**src/rtl/ps2_host_tx_pkg.sv**
```systemverilog
// Shared constants for the PS/2 host transmit path: FSM encodings, command bytes, parity helper.
package ps2_host_tx_pkg;

    localparam int unsigned DATA_W             = 8;
    localparam int unsigned DEF_INHIBIT_CYCLES = 5000;
    localparam int unsigned DEF_TIMEOUT_CYCLES = 750000;
    localparam int unsigned DEF_CNT_W          = 20;

    localparam logic [2:0] ST_IDLE      = 3'd0;
    localparam logic [2:0] ST_INHIBIT   = 3'd1;
    localparam logic [2:0] ST_RTS       = 3'd2;
    localparam logic [2:0] ST_SHIFT     = 3'd3;
    localparam logic [2:0] ST_ACK       = 3'd4;
    localparam logic [2:0] ST_WAIT_IDLE = 3'd5;

    localparam logic [7:0] PS2_CMD_SET_LED = 8'hED;
    localparam logic [7:0] PS2_CMD_RESET   = 8'hFF;
    localparam logic [7:0] PS2_CMD_ENABLE  = 8'hF4;
    localparam logic [7:0] PS2_ACK_BYTE    = 8'hFA;

    // Odd parity bit: makes the count of ones over data+parity odd.
    function automatic logic odd_parity(input logic [DATA_W-1:0] d);
        return ~^d;
    endfunction

endpackage

```
**src/rtl/ps2_host_tx_if.sv**
```systemverilog
// Command handshake between a requester and the PS/2 host transmitter.
interface ps2_host_tx_if
    import ps2_host_tx_pkg::*;
();
    logic              tx_start;
    logic [DATA_W-1:0] tx_data;
    logic              tx_busy;
    logic              tx_done;
    logic              tx_err;

    modport master (output tx_start, output tx_data,
                    input  tx_busy, input tx_done, input tx_err);
    modport slave  (input  tx_start, input tx_data,
                    output tx_busy, output tx_done, output tx_err);
endinterface

```
**src/rtl/ps2_line_sync.sv**
```systemverilog
// Two-flop synchronizer for one PS/2 pad plus falling-edge detect; idle-high reset value.
module ps2_line_sync (
    input  logic clk,
    input  logic reset,
    input  logic pad,
    output logic sync,
    output logic fall_c
);
    logic meta;
    logic prev;

    // Synchronizer chain and one-cycle history for edge detect.
    always_ff @(posedge clk) begin
        if (reset) begin
            meta <= 1'b1;
            sync <= 1'b1;
            prev <= 1'b1;
        end else begin
            meta <= pad;
            sync <= meta;
            prev <= sync;
        end
    end

    assign fall_c = prev & ~sync;
endmodule

```
**src/rtl/ps2_host_tx.sv**
```systemverilog
// PS/2 host-to-device transmitter: request-to-send, clocked-out odd-parity frame, ACK check.
module ps2_host_tx
    import ps2_host_tx_pkg::*;
#(
    parameter int unsigned INHIBIT_CYCLES = DEF_INHIBIT_CYCLES,
    parameter int unsigned TIMEOUT_CYCLES = DEF_TIMEOUT_CYCLES,
    parameter int unsigned CNT_W          = DEF_CNT_W
) (
    input  logic          clk,
    input  logic          reset,
    ps2_host_tx_if.slave  host,
    input  logic          ps2_clk_in,
    input  logic          ps2_data_in,
    output logic          ps2_clk_oe,
    output logic          ps2_data_oe
);
    localparam logic [CNT_W-1:0] INHIBIT_LAST = CNT_W'(INHIBIT_CYCLES - 1);
    localparam logic [CNT_W-1:0] TIMEOUT_LAST = CNT_W'(TIMEOUT_CYCLES - 1);

    logic [2:0]       state_q, state_d;
    logic [8:0]       shift_q, shift_d;
    logic [3:0]       bit_cnt_q, bit_cnt_d;
    logic [CNT_W-1:0] cnt_q, cnt_d, cnt_inc;
    logic             clk_oe_q, clk_oe_d;
    logic             data_oe_q, data_oe_d;
    logic             busy_q, busy_d;
    logic             done_q, done_d;
    logic             err_q, err_d;
    logic             abort;

    logic clk_sync, clk_fall;
    logic data_sync, data_fall_unused;

    ps2_line_sync u_clk_sync (
        .clk    (clk),
        .reset  (reset),
        .pad    (ps2_clk_in),
        .sync   (clk_sync),
        .fall_c (clk_fall)
    );

    ps2_line_sync u_data_sync (
        .clk    (clk),
        .reset  (reset),
        .pad    (ps2_data_in),
        .sync   (data_sync),
        .fall_c (data_fall_unused)
    );

    assign cnt_inc = (cnt_q == '1) ? cnt_q : cnt_q + CNT_W'(1);

    // Next-state and next-output logic.
    always_comb begin
        state_d   = state_q;
        shift_d   = shift_q;
        bit_cnt_d = bit_cnt_q;
        cnt_d     = cnt_q;
        clk_oe_d  = clk_oe_q;
        data_oe_d = data_oe_q;
        busy_d    = busy_q;
        done_d    = 1'b0;
        err_d     = 1'b0;
        abort     = 1'b0;

        case (state_q)
            ST_IDLE: begin
                clk_oe_d  = 1'b0;
                data_oe_d = 1'b0;
                busy_d    = 1'b0;
                // A start coinciding with a completion pulse waits one cycle.
                if (host.tx_start && !done_q && !err_q) begin
                    shift_d   = {odd_parity(host.tx_data), host.tx_data};
                    bit_cnt_d = 4'd0;
                    cnt_d     = '0;
                    busy_d    = 1'b1;
                    clk_oe_d  = 1'b1;
                    state_d   = ST_INHIBIT;
                end
            end
            ST_INHIBIT: begin
                if (cnt_q == INHIBIT_LAST) begin
                    clk_oe_d  = 1'b0;
                    data_oe_d = 1'b1;
                    cnt_d     = '0;
                    state_d   = ST_RTS;
                end else begin
                    cnt_d = cnt_inc;
                end
            end
            ST_RTS: begin
                cnt_d   = '0;
                state_d = ST_SHIFT;
            end
            ST_SHIFT: begin
                if (clk_fall) begin
                    cnt_d = '0;
                    if (bit_cnt_q == 4'd9) begin
                        data_oe_d = 1'b0;
                        bit_cnt_d = 4'd10;
                        state_d   = ST_ACK;
                    end else begin
                        data_oe_d = ~shift_q[0];
                        shift_d   = {1'b0, shift_q[8:1]};
                        bit_cnt_d = bit_cnt_q + 4'd1;
                    end
                end else if (cnt_q == TIMEOUT_LAST) begin
                    abort = 1'b1;
                end else begin
                    cnt_d = cnt_inc;
                end
            end
            ST_ACK: begin
                if (clk_fall) begin
                    cnt_d = '0;
                    if (!data_sync) begin
                        state_d = ST_WAIT_IDLE;
                    end else begin
                        err_d   = 1'b1;
                        busy_d  = 1'b0;
                        state_d = ST_IDLE;
                    end
                end else if (cnt_q == TIMEOUT_LAST) begin
                    abort = 1'b1;
                end else begin
                    cnt_d = cnt_inc;
                end
            end
            ST_WAIT_IDLE: begin
                if (clk_sync && data_sync) begin
                    done_d  = 1'b1;
                    busy_d  = 1'b0;
                    state_d = ST_IDLE;
                end else if (clk_fall) begin
                    cnt_d = '0;
                end else if (cnt_q == TIMEOUT_LAST) begin
                    abort = 1'b1;
                end else begin
                    cnt_d = cnt_inc;
                end
            end
            default: begin
                clk_oe_d  = 1'b0;
                data_oe_d = 1'b0;
                busy_d    = 1'b0;
                state_d   = ST_IDLE;
            end
        endcase

        if (abort) begin
            clk_oe_d  = 1'b0;
            data_oe_d = 1'b0;
            busy_d    = 1'b0;
            err_d     = 1'b1;
            state_d   = ST_IDLE;
        end
    end

    // State and registered-output update.
    always_ff @(posedge clk) begin
        if (reset) begin
            state_q   <= ST_IDLE;
            shift_q   <= '0;
            bit_cnt_q <= '0;
            cnt_q     <= '0;
            clk_oe_q  <= 1'b0;
            data_oe_q <= 1'b0;
            busy_q    <= 1'b0;
            done_q    <= 1'b0;
            err_q     <= 1'b0;
        end else begin
            state_q   <= state_d;
            shift_q   <= shift_d;
            bit_cnt_q <= bit_cnt_d;
            cnt_q     <= cnt_d;
            clk_oe_q  <= clk_oe_d;
            data_oe_q <= data_oe_d;
            busy_q    <= busy_d;
            done_q    <= done_d;
            err_q     <= err_d;
        end
    end

    assign ps2_clk_oe   = clk_oe_q;
    assign ps2_data_oe  = data_oe_q;
    assign host.tx_busy = busy_q;
    assign host.tx_done = done_q;
    assign host.tx_err  = err_q;
endmodule
```
**src/flat_wrapper.sv**
```systemverilog
// flat-port wrapper written by rule: the top's interface ports become plain ports
module ps2_host_tx_flat import ps2_host_tx_pkg::*;
#(
    parameter int unsigned INHIBIT_CYCLES = DEF_INHIBIT_CYCLES,
    parameter int unsigned TIMEOUT_CYCLES = DEF_TIMEOUT_CYCLES,
    parameter int unsigned CNT_W          = DEF_CNT_W
)
  (clk, reset, ps2_clk_in, ps2_data_in, ps2_clk_oe, ps2_data_oe, host_tx_start, host_tx_data, host_tx_busy, host_tx_done, host_tx_err);
  ps2_host_tx_if host_i ();
  input  logic clk;
  input  logic reset;
  input  logic ps2_clk_in;
  input  logic ps2_data_in;
  output logic ps2_clk_oe;
  output logic ps2_data_oe;
  input wire logic [$bits(host_i.tx_start)-1:0] host_tx_start;
  input wire logic [$bits(host_i.tx_data)-1:0] host_tx_data;
  output wire logic [$bits(host_i.tx_busy)-1:0] host_tx_busy;
  output wire logic [$bits(host_i.tx_done)-1:0] host_tx_done;
  output wire logic [$bits(host_i.tx_err)-1:0] host_tx_err;
  assign host_i.tx_start = host_tx_start;
  assign host_i.tx_data = host_tx_data;
  assign host_tx_busy = host_i.tx_busy;
  assign host_tx_done = host_i.tx_done;
  assign host_tx_err = host_i.tx_err;
  ps2_host_tx #(.INHIBIT_CYCLES(INHIBIT_CYCLES), .TIMEOUT_CYCLES(TIMEOUT_CYCLES), .CNT_W(CNT_W)) u_core (.clk(clk), .reset(reset), .host(host_i), .ps2_clk_in(ps2_clk_in), .ps2_data_in(ps2_data_in), .ps2_clk_oe(ps2_clk_oe), .ps2_data_oe(ps2_data_oe));
endmodule
```
**config.mk**
```make
export PLATFORM = sky130hd
export DESIGN_NAME = ps2_host_tx_flat
export DESIGN_NICKNAME = d
export VERILOG_FILES = /design/src/rtl/ps2_host_tx_pkg.sv /design/src/rtl/ps2_host_tx_if.sv /design/src/rtl/ps2_line_sync.sv /design/src/rtl/ps2_host_tx.sv /design/src/flat_wrapper.sv
export SDC_FILE = /design/constraint.sdc
export NUM_CORES = 1
export LEC_CHECK = 0
export CORE_ASPECT_RATIO = 0.5
export CORE_MARGIN = 1.5
export CORE_UTILIZATION = 25
export CTS_CLUSTER_DIAMETER = 60
export CTS_CLUSTER_SIZE = 16
export DETAILED_ROUTE_END_ITERATION = 6
export GPL_ROUTABILITY_DRIVEN = 0
export GPL_TIMING_DRIVEN = 1
export PLACE_DENSITY_LB_ADDON = 0.05
export SLEW_MARGIN = 20
export SYNTH_ARGS = -nofsm -noshare
export SYNTH_HDL_FRONTEND = slang
export SYNTH_SLANG_ARGS = --single-unit
```
**constraint.sdc**
```tcl
create_clock -name clk -period 3.16 [get_ports clk]
set_input_delay 0.474 -clock clk [delete_from_list [all_inputs] [get_ports clk]]
set_output_delay 0.474 -clock clk [all_outputs]
set_load 0.1 [all_outputs]
```
# ---- Yosys cells after proc, flatten, opt, wreduce, memory -nomap -nowiden
# Index checks and enable logic that the tools add are counted.
dict set report totals {
  regBits 46
  in_bits 13
  output_inout_bits 5
  word_cells 106
}
dict set report classes {
  add_sub_neg 2
  eq_ne 18
  muxes 43
  bitwise_logic 7
  n_reduce_logical 22
}
# cell count
set ops {}
lappend ops {{$mux 20} 6}
lappend ops {{$pmux 20 s5} 1}
lappend ops {{$eq 20x20->1 const B} 2}
lappend ops {{$mux 9} 3}
lappend ops {{$mux 3} 7}
lappend ops {{$add 20x1->20 const B} 1}
lappend ops {{$eq 20x13->1 const B} 1}
lappend ops {{$pmux 3 s6} 1}
lappend ops {{$pmux 9 s2} 1}
lappend ops {{$mux 1} 16}
lappend ops {{$mux 4} 3}
lappend ops {{$ne 2x1->1 const B} 6}
lappend ops {{$reduce_and 3->1} 3}
lappend ops {{$pmux 4 s2} 1}
lappend ops {{$reduce_and 4->1} 2}
lappend ops {{$reduce_xnor 8->1} 1}
lappend ops {{$eq 3x2->1 const B} 2}
lappend ops {{$eq 3x3->1 const B} 2}
lappend ops {{$ne 2x2->1 const B} 3}
lappend ops {{$not 1->1} 6}
lappend ops {{$pmux 1 s3} 2}
lappend ops {{$reduce_and 6->1} 1}
lappend ops {{$reduce_or 2->1} 3}
lappend ops {{$reduce_or 3->1} 2}
lappend ops {{other kinds (13)} 16}

# ---- Depth between registers and ports, before layout
# Gate-level depths: netlist of run 1.
dict set report logic_depth {
  depth_word 6
  ltp_mapped 9
  depth_no_buf 7
}

# ---- Hierarchy
# A second synthesis of run 1 with hierarchy kept.
dict set report hier_totals {
  cells_unflattened 312
  hier_area_um2 2555.0
}
# module n_inst cells_each area_per_inst_um2 seq_area_each_um2
set modules_own_cells {}
lappend modules_own_cells {ps2_host_tx 1 298 2384.8 820.8}
lappend modules_own_cells {ps2_line_sync 2 7 85.1 60.1}

# ---- Worst setup path after synthesis of run 1
# Ideal clock, no wire load.
dict set report synth_timing {
  kind {flip-flop to flip-flop}
  from {reg u_core.done_q (netlist: u_core.host.tx_done)}
  to {reg u_core.cnt_q[17]}
  setup_time_ns 0.122
  t_arrival_ns 2.031
  required_time_ns 3.038
  slack_ns 1.007
  stages_incl_launch_ff 7
  path_buffers 0
  period_less_slack_ns 2.153
  cell_sequence {dfxtp_1 > nor3b_2 > o22ai_2 > o21bai_2 > a211oi_2 > and3_1 > a221o_1}
}
dict set report synth_between {
  elab_chain_len 5
}
# element line
set synth_lines {}
lappend synth_lines {{start, declared} ps2_host_tx.sv:27} ;# logic done_q, done_d;
lappend synth_lines {{start signal, assigned} ps2_host_tx.sv:178} ;# done_q <= done_d;
lappend synth_lines {{$logic_not 1->1} ps2_host_tx.sv:71} ;# if (host.tx_start && !done_q && !err_q) begin
lappend synth_lines {{$logic_and 1x1->1 (2 in series)} ps2_host_tx.sv:71}
lappend synth_lines {{$ne 2x1->1 (no line)} n/a}
lappend synth_lines {{$reduce_and 3->1 (no line)} n/a}
lappend synth_lines {{end signal, assigned} ps2_host_tx.sv:174} ;# cnt_q <= cnt_d;
lappend synth_lines {{end, declared} ps2_host_tx.sv:23} ;# logic [CNT_W-1:0] cnt_q, cnt_d, cnt_inc;
# Every way passes these cells.
# A chain may end at the register's enable or synchronous reset.

# ---- Worst setup path after layout of run 1
dict set report layout_timing {
  from {reg u_core.cnt_q[0]}
  to {reg u_core.cnt_q[17]}
}
dict set report layout_between {
  elab_chain_len 6
  word_cells_on_any_way 10
  cone_classes {add/sub (1); eq/ne (3); mux (6)}
}
# element line
set layout_lines {}
lappend layout_lines {{$add 20x1->20 or $eq 20x20->1 (tied branches)} ps2_host_tx.sv:50} ;# assign cnt_inc = (cnt_q == '1) ? cnt_q : cnt_q + CNT_W'(1);
lappend layout_lines {{$mux 20} ps2_host_tx.sv:50}
lappend layout_lines {{$mux 20} {ps2_host_tx.sv:106, ps2_host_tx.sv:122, ps2_host_tx.sv:135}}
lappend layout_lines {{$mux 20} ps2_host_tx.sv:113} ;# if (clk_fall) begin
lappend layout_lines {{$mux 20} ps2_host_tx.sv:129} ;# if (clk_sync && data_sync) begin
lappend layout_lines {{$pmux 20 s5 (*)} ps2_host_tx.sv:65} ;# case (state_q)
# Every way passes the cells marked *; elsewhere a longest branch is shown, timed or not. The select of a mux whose other input is x is not followed.

==> results_tabular.tex, run 1 <==
\begin{tabular}{lr}
\hline
Metric & Value \\
\hline
\multicolumn{2}{l}{\textbf{Yosys}} \\
Library cell occupying the most area in the post-synthesis netlist & sky130\_fd\_sc\_hd\_\_dfxtp\_1 \\
Largest family of logic cells by synthesized area & simple AND/OR/NAND/NOR gates \\
Post-Synth Adder-Cell Area & 0.0151 \\
Number of enable flip-flop cells after synthesis & 0 \\
Post-Syn Instances & roughly 300 \\
Fraction of post-synthesis cell area in the top cell type by area & 0.372 \\
Multiplexer fraction of the synthesized cell area & 0.00404 \\
Simple-Gate Fraction of Synth Area & 0.325 \\
Commonest register cell after synthesis & sky130\_fd\_sc\_hd\_\_dfxtp\_1 \\
Yosys warning total & 0 \\
Post-synthesis xor/xnor area fraction & 0.0777 \\
Register area share after synthesis & 0.372 \\
Cell area after technology mapping & $\sim$2500 sq um \\
Dominant cell by count in the synthesized netlist & sky130\_fd\_sc\_hd\_\_dfxtp\_1 \\
Area fraction in compound gates after synthesis & 0.164 \\
Top cells by area in the synthesized netlist & sky130\_fd\_sc\_hd\_\_dfxtp\_1, sky130\_fd\_sc\_hd\_\_nor2\_1, sky130\_fd\_sc\_hd\_\_xnor2\_1, sky130\_fd\_sc\_hd\_\_nand2\_1, sky130\_fd\_sc\_hd\_\_a311oi\_1 \\
Synthesized area per cell & roughly 8 sq um \\
Synth cell types & 55 \\
Number of nets produced by synthesis & between 300 and 400 \\
Fraction of registers with async set/reset & 0 \\
Most used standard cells in the synthesized netlist & sky130\_fd\_sc\_hd\_\_dfxtp\_1, sky130\_fd\_sc\_hd\_\_nor2\_1, sky130\_fd\_sc\_hd\_\_nand2\_1, sky130\_fd\_sc\_hd\_\_xnor2\_1, sky130\_fd\_sc\_hd\_\_a21oi\_1 \\
Register bit count reported by yosys & 46 \\
\multicolumn{2}{l}{\textbf{Worst setup path}} \\
Endpoint of the worst setup timing path & u\_core.cnt\_q[17] \\
Data required time of the critical path & between 3 and 4 ns \\
Worst path arrival time & 2.62 ns \\
Worst reg-to-reg path cell count & 7 \\
Critical path startpoint category & register \\
Critical R2R Launch & u\_core.cnt\_q[0] \\
Largest fanout on the critical path & 12 \\
Class of the most critical setup path & reg2reg \\
Endpoint of the lowest-slack register-to-register path & u\_core.cnt\_q[17] \\
Setup slack of the most critical reg-to-reg path & 0.72 ns \\
Crit path capture type & register \\
Launching instance or port of the critical path & u\_core.cnt\_q[0] \\
\multicolumn{2}{l}{\textbf{Clocking}} \\
Clock root buffer master & sky130\_fd\_sc\_hd\_\_clkbuf\_16 \\
Clock latency at the later pin of the worst-skew pair & 0.29 ns \\
Number of buffers created by CTS & 5 \\
Maximum buffer depth of the clock tree & 2 \\
Quantity of gates resized following cts & 0 \\
CTS Hold Buffers Added & 0 \\
Depth of the CTS H-tree & 2 \\
Number of sinks handled by clock tree synthesis & between 40 and 50 \\
Clock-pin slew on the worst setup and hold paths & 0.06 ns \\
Post-CTS Setup Repair Bufs & 0 \\
CTS tree & done \\
\multicolumn{2}{l}{\textbf{Placed design}} \\
\# port buffers & 17 \\
HPWL after detailed placement & 4390 um \\
Worst setup timing slack at the placement stage & roughly 0.52 ns \\
Post-Place Cells & 443 \\
\multicolumn{2}{l}{\textbf{STA}} \\
Max-Slew Margin vs Limit & 0.519 \\
Unrepaired setup endpoints after global routing & no \\
Achievable clock frequency & slightly above 0.4 GHz \\
Total Neg Setup Slack & 0 ns \\
Hold Fails Final Rpt & 0 \\
Worst setup margin & between 0.7 and 0.8 ns \\
Final hold slack & $\sim$0.4 ns \\
Ratio of final minimum period to clock period & 0.773 \\
Worst-margin pin slew & between 0.7 and 0.8 ns \\
Final Slew Violations & 0 \\
Final setup viols & 0 \\
Post-route minimum period & about 2.4 ns \\
Final Skew & 0.00628 ns \\
\multicolumn{2}{l}{\textbf{Detailed routing}} \\
Drt first-iter violations & $\sim$120 \\
DRC Markers & 0 \\
Number of detailed-route iterations in the first pass & 4 \\
Routed length per instance & approximately 14 um \\
Post-Route WL & 6240 um \\
Vias & roughly 2.2k \\
Mean number of vias per cell & 4.79 \\
Antenna viol nets, final & 0 \\
\multicolumn{2}{l}{\textbf{Worst hold path}} \\
Hold/Removal Path Class & reg2reg \\
\multicolumn{2}{l}{\textbf{Power and ir drop}} \\
Power per Cell Area & between 600 and 700 nW/um\^{}2 \\
Leak & roughly 0.97 nW \\
Worst voltage drop across the vdd grid & around 0.17 mV \\
\multicolumn{2}{l}{\textbf{GRT}} \\
First-pass GRT wire length & 10,800 um \\
GR Overflow Total & 0 \\
GRT Util Overall & 0.133 \\
Initial antenna violation count & 0 \\
Vias in the first global route & between 2k and 2.5k \\
Maximum number of pins on one net before global-route repair & 25 \\
\multicolumn{2}{l}{\textbf{Die}} \\
Die outline area & between 10,000 and 15,000 sq um \\
Starting Density & 0.260 \\
Number of rows created at floorplan & 25 \\
Die Height & about 73 um \\
Io pins & 18 \\
Floorplan Core Area & between 9000 and 10,000 sq um \\
Horizontal die dimension & roughly 140 um \\
\multicolumn{2}{l}{\textbf{Final layout}} \\
Final-stage net count & around 330 \\
Post-route insts no fill & between 400 and 500 \\
Diode count & 0 \\
Area growth from synthesis to final layout & 17.0\% \\
Fraction of layout cells with a size suffix above 1 & 0.111 \\
\multicolumn{2}{l}{\textbf{Run status}} \\
Result of the run & complete, no violations \\
\multicolumn{2}{l}{\textbf{Job}} \\
Total of max-cap violations & 0 \\
\hline
\end{tabular}
cell families (layout without fill, tap and decap cells):
| logic type | Yosys count | in the layout |
|---|---|---|
| AO/OA/AOI/OAI | 54 | 54 |
| XOR/XNOR | 22 | 22 |
| adder cells (fa/ha/maj) | 3 | 3 |
| buffers and inverters | 21 | 36 |
| flip-flops | 46 | 46 |
| multiplexers | 1 | 1 |
| AND/OR/NAND/NOR | 154 | 154 |
critical path: stages (launching register included):
cell	delay (ns)
sky130_fd_sc_hd__dfxtp_1	0.39
sky130_fd_sc_hd__ha_1	0.26
sky130_fd_sc_hd__and4_1	0.32
sky130_fd_sc_hd__o2111ai_4	0.16
sky130_fd_sc_hd__o21bai_2	0.55
sky130_fd_sc_hd__a211oi_2	0.19
sky130_fd_sc_hd__and3_1	0.21
sky130_fd_sc_hd__a221o_1	0.25
per-layer routing:
layer  vias to the layer above  track usage  routed length [um]
met5                         -            0                   0
met3                         5       0.0359                 244
met2                        34        0.212                2680
li1                       1105            -                   -
met4                         0       0.0340                  44
met1                      1016        0.179                3280
through the flow:
step | util | cell area, sq um | power (mW)
after floorplan | - | 2480 | 1.21
after global placement | 0.288 | 2750 | 1.33
after detailed placement | 0.288 | 2750 | 1.33
after CTS | 0.304 | 2900 | 1.88
after global routing | 0.304 | 2900 | 2.00
final | 0.304 | 2900 | 1.85
registers in the layout, indices dropped and copies added (netlist names):
register,cells
u_core.u_clk_sync.meta,1
u_core.host.tx_done,1
u_core.u_data_sync.sync,1
u_core.ps2_data_oe,1
u_core.bit_cnt_q,4
u_core.host.tx_err,1
u_core.cnt_q,20
u_core.u_clk_sync.prev,1
u_core.state_q,3
u_core.shift_q,9
u_core.ps2_clk_oe,1
u_core.host.tx_busy,1
u_core.u_data_sync.meta,1
u_core.u_clk_sync.sync,1
layout by cell type (no fill, tap or decap), types with 4 or more instances in the layout:
cell type,synthesis,final
sky130_fd_sc_hd__dfxtp_1,46,46
sky130_fd_sc_hd__nor2_1,43,43
sky130_fd_sc_hd__nand2_1,35,35
sky130_fd_sc_hd__xnor2_1,17,17
sky130_fd_sc_hd__a21oi_1,14,14
sky130_fd_sc_hd__nand3_1,12,12
sky130_fd_sc_hd__clkdlybuf4s50_1,0,12
sky130_fd_sc_hd__nand4_1,11,11
sky130_fd_sc_hd__o21ai_0,10,10
sky130_fd_sc_hd__a311oi_1,9,9
sky130_fd_sc_hd__nor3_1,8,8
sky130_fd_sc_hd__buf_4,2,8
sky130_fd_sc_hd__inv_1,7,7
sky130_fd_sc_hd__or2_2,6,6
sky130_fd_sc_hd__and3_1,5,5
sky130_fd_sc_hd__xor2_1,5,5
sky130_fd_sc_hd__clkbuf_16,0,5
sky130_fd_sc_hd__nor4_1,4,4
sky130_fd_sc_hd__nor2b_1,4,4
sky130_fd_sc_hd__or3_1,4,4
layout make-up:
class	count	area (sq um)
clock buffer	7	143
timing repair buffer	20	180
tap	135	169
multi-input combinational	234	1450
inverter	8	30.0
sequential	46	921
fill	1034	6640
clock inverter	1	5.00
power breakdown:
| part | internal, mW | switching [mW] |
|---|---|---|
| sequential | 0.647 | 0.0645 |
| clock | 0.314 | 0.216 |
| combinational | 0.212 | 0.396 |
worst min path at each step:
stage	from	cells past startpoint	slack (ns)	endpoint
2_1_floorplan	u_core.u_clk_sync.meta	1	0.39	u_core.u_clk_sync.sync
3_3_place_gp	u_core.u_data_sync.meta	1	0.39	u_core.u_data_sync.sync
3_5_place_dp	u_core.u_clk_sync.meta	1	0.40	u_core.u_clk_sync.sync
4_1_cts	u_core.u_clk_sync.meta	1	0.41	u_core.u_clk_sync.sync
5_1_grt	u_core.u_clk_sync.meta	1	0.43	u_core.u_clk_sync.sync
6_report	u_core.u_clk_sync.meta	1	0.41	u_core.u_clk_sync.sync
Power figures use the tool's default switching activity.
==> run 2, diff against run 1 <==
- clock period: 3.16 -> 2.1 ns (I/O delays scaled with it)
==> run 2 against run 1 <==
Compared with the run above:
- register-to-register slack lost 0.61 ns
- worst hold slack better by 0.0058 ns
- count of clock-buffer cells in the layout down 1
- non-clock buffer count grew 46
- maximum frequency increased by 23%
- total power grew 62%
- die area unchanged
- wire length grew 5.9%
- largest cell class unchanged
- highest routed layer unchanged
==> results_tabular.tex, run 2 (same netlist as run 1, synthesis figures left out) <==
\begin{tabular}{lr}
\hline
Metric & Value \\
\hline
\multicolumn{2}{l}{\textbf{STA}} \\
Ratio of final minimum period to clock period & 0.949 (+0.176) \\
Worst-margin pin slew & 0.446 ns (-0.276 ns) \\
Hold Fails Final Rpt & 0 (unchanged) \\
Achievable clock frequency & 0.502 GHz (+23\%) \\
Post-route minimum period & 1.99 ns (-0.450 ns) \\
Total Neg Setup Slack & 0 ns (unchanged) \\
Final setup viols & 0 (unchanged) \\
Final Slew Violations & 0 (unchanged) \\
Unrepaired setup endpoints after global routing & no \\
Worst setup margin & 0.106 ns (-0.610 ns) \\
Final Skew & 0.00585 ns (-0.000432 ns) \\
Max-Slew Margin vs Limit & 0.700 (+0.181) \\
\multicolumn{2}{l}{\textbf{Clocking}} \\
Number of sinks handled by clock tree synthesis & 46 (unchanged) \\
Clock-pin slew on the worst setup and hold paths & 0.06 ns (about the same) \\
CTS Hold Buffers Added & 0 (unchanged) \\
Clock latency at the later pin of the worst-skew pair & 0.29 ns (about the same) \\
Maximum buffer depth of the clock tree & 2 (unchanged) \\
Depth of the CTS H-tree & 2 (unchanged) \\
Number of buffers created by CTS & 5 (unchanged) \\
Clock root buffer master & sky130\_fd\_sc\_hd\_\_clkbuf\_16 \\
CTS tree & done \\
\multicolumn{2}{l}{\textbf{Final layout}} \\
Most flops, register & u\_core.cnt\_q \\
Diode count & 0 (unchanged) \\
Largest registers ranked by flip-flop count & u\_core.cnt\_q: 20 flops, u\_core.shift\_q: 9 flops, u\_core.bit\_cnt\_q: 4 flops \\
Fraction of layout cells with a size suffix above 1 & 0.253 (+0.142) \\
Area growth from synthesis to final layout & 34.3\% \\
Final standard cell utilization of the core & 0.349 (+0.0450) \\
Number of filler instances in the final layout & 1,028 (-0.58\%) \\
Final-stage net count & 377 (+14\%) \\
Finished layout cell area & 3330 sq um (+15\%) \\
Leading cell type in the layout, fill and taps excluded & sky130\_fd\_sc\_hd\_\_buf\_4 \\
Most used cells in the layout excluding fill and tap cells & sky130\_fd\_sc\_hd\_\_buf\_4, sky130\_fd\_sc\_hd\_\_nor2\_1, sky130\_fd\_sc\_hd\_\_dfxtp\_1 \\
Flip-flop count of the largest register after layout & 20 (unchanged) \\
\multicolumn{2}{l}{\textbf{Die}} \\
Horizontal die dimension & 144 um (unchanged) \\
Number of rows created at floorplan & 25 (unchanged) \\
Floorplan Core Area & 9540 sq um (unchanged) \\
Die outline area & 10,600 sq um (unchanged) \\
Io pins & 18 (unchanged) \\
Die Height & 73.4 um (unchanged) \\
Starting Density & 0.260 (unchanged) \\
\multicolumn{2}{l}{\textbf{Worst setup path}} \\
Critical R2R Launch & u\_core.cnt\_q[13] \\
Launching instance or port of the critical path & u\_core.cnt\_q[13] \\
Data required time of the critical path & 2.31 ns (-1.02 ns) \\
CP Buf/Inv Count & 0 (unchanged) \\
Class of the most critical setup path & reg2reg \\
Crit path capture type & register \\
Worst path arrival time & 2.21 ns (-0.41 ns) \\
Largest fanout on the critical path & 6 (-6) \\
Master of the slowest instance on the critical path & sky130\_fd\_sc\_hd\_\_or3\_1 \\
Slowest Stage Delay on Critical Path & 0.40 ns (-0.15 ns) \\
Cell repeated most along the worst path & sky130\_fd\_sc\_hd\_\_nand4\_1 \\
Critical path, cell by cell & nor4b\_2 -> nand4\_1 -> o21ai\_2 -> nand4\_1 -> or3\_1 -> a21oi\_1 \\
Critical path startpoint category & register \\
Family of cells with the greatest summed delay on the critical path & simple AND/OR/NAND/NOR gates \\
\multicolumn{2}{l}{\textbf{Detailed routing}} \\
Antenna viol nets, final & 0 (unchanged) \\
Vias & 2,312 (+7.0\%) \\
Routed length per instance & 13.4 um (-3.5\%) \\
Post-Route WL & 6610 um (+5.9\%) \\
Drt first-iter violations & 131 (+14\%) \\
DRC Markers & 0 (unchanged) \\
Number of detailed-route iterations in the first pass & 4 (unchanged) \\
Mean number of vias per cell & 4.67 (-2.5\%) \\
\multicolumn{2}{l}{\textbf{Placed design}} \\
Worst setup timing slack at the placement stage & -0.110 ns (-0.630 ns) \\
Placed inst area & 3130 sq um (+14\%) \\
HPWL after detailed placement & 4940 um (+13\%) \\
\# port buffers & 17 (unchanged) \\
\multicolumn{2}{l}{\textbf{Job}} \\
Total of max-cap violations & 0 (unchanged) \\
\multicolumn{2}{l}{\textbf{GRT}} \\
GR Overflow Total & 0 (unchanged) \\
GRT Util Overall & 0.137 (+0.00393) \\
Maximum number of pins on one net before global-route repair & 24 (-4.0\%) \\
First-pass GRT wire length & 11,200 um (+2.9\%) \\
Vias in the first global route & 2,311 (+6.2\%) \\
Initial antenna violation count & 0 (unchanged) \\
\multicolumn{2}{l}{\textbf{Worst hold path}} \\
Hold/Removal Path Class & reg2reg \\
HP Start & u\_core.u\_data\_sync.meta \\
\multicolumn{2}{l}{\textbf{Power and ir drop}} \\
Power per Cell Area & 897 nW/um\^{}2 (+41\%) \\
Leak & 1.22 nW (+25\%) \\
Final Total Pwr & 2.99 mW (+62\%) \\
Worst voltage drop across the vdd grid & 0.261 mV (+52\%) \\
\multicolumn{2}{l}{\textbf{Run status}} \\
Result of the run & complete, no violations \\
\hline
\end{tabular}
==> run 2: per-stage QoR <==
stage / hold slack, ns / instances
3_5_place_dp: 0.404 / 488
3_3_place_gp: 0.393 / 488
5_1_grt: 0.439 / 495
4_1_cts: 0.421 / 494
6_report: 0.415 / 495
2_1_floorplan: 0.389 / 301
==> run 2: where the power goes <==
part           switching [mW]  total [mW]  internal [mW]
clock network           0.325       0.786          0.461
logic                   0.649        1.14          0.491
registers              0.0861        1.06          0.975
total                    1.06        2.99           1.93
==> run 2: cell type report <==
type	count	area (sq um)	area share
well taps	135	169	0.0508
clock buffers	6	139	0.0417
inverters	8	30.0	0.00902
repair buffers	66	563	0.169
flip-flops and latches	46	926	0.278
multi-input cells	234	1500	0.451
==> run 2: path summary, 6_finish.rpt <==
path,to,slack (ns),cells after the start
worst min-delay path,u_core.u_data_sync.sync,0.42,1
worst min register to register,u_core.u_data_sync.sync,0.42,1
worst max register to register,u_core.state_q[0],0.11,6
worst max-delay path,u_core.state_q[0],0.11,6
==> run 2: repair_timing <==
| item | CTS | global route |
|---|---|---|
| buffers inserted | 0 | 1 |
| cloned | 0 | 0 |
| setup endpoints to repair | 5 | 19 |
| resized for setup | 4 | 8 |
| pin swaps | 0 | 4 |
==> run 2: per-layer routing <==
layer / GRT usage / vias to the layer above / wire [um]
li1: - / 1189 / -
met1: 0.172 / 1080 / 3350
met2: 0.235 / 37 / 2940
met3: 0.0359 / 6 / 256
met4: 0.0351 / 0 / 70
met5: 0 / - / 0
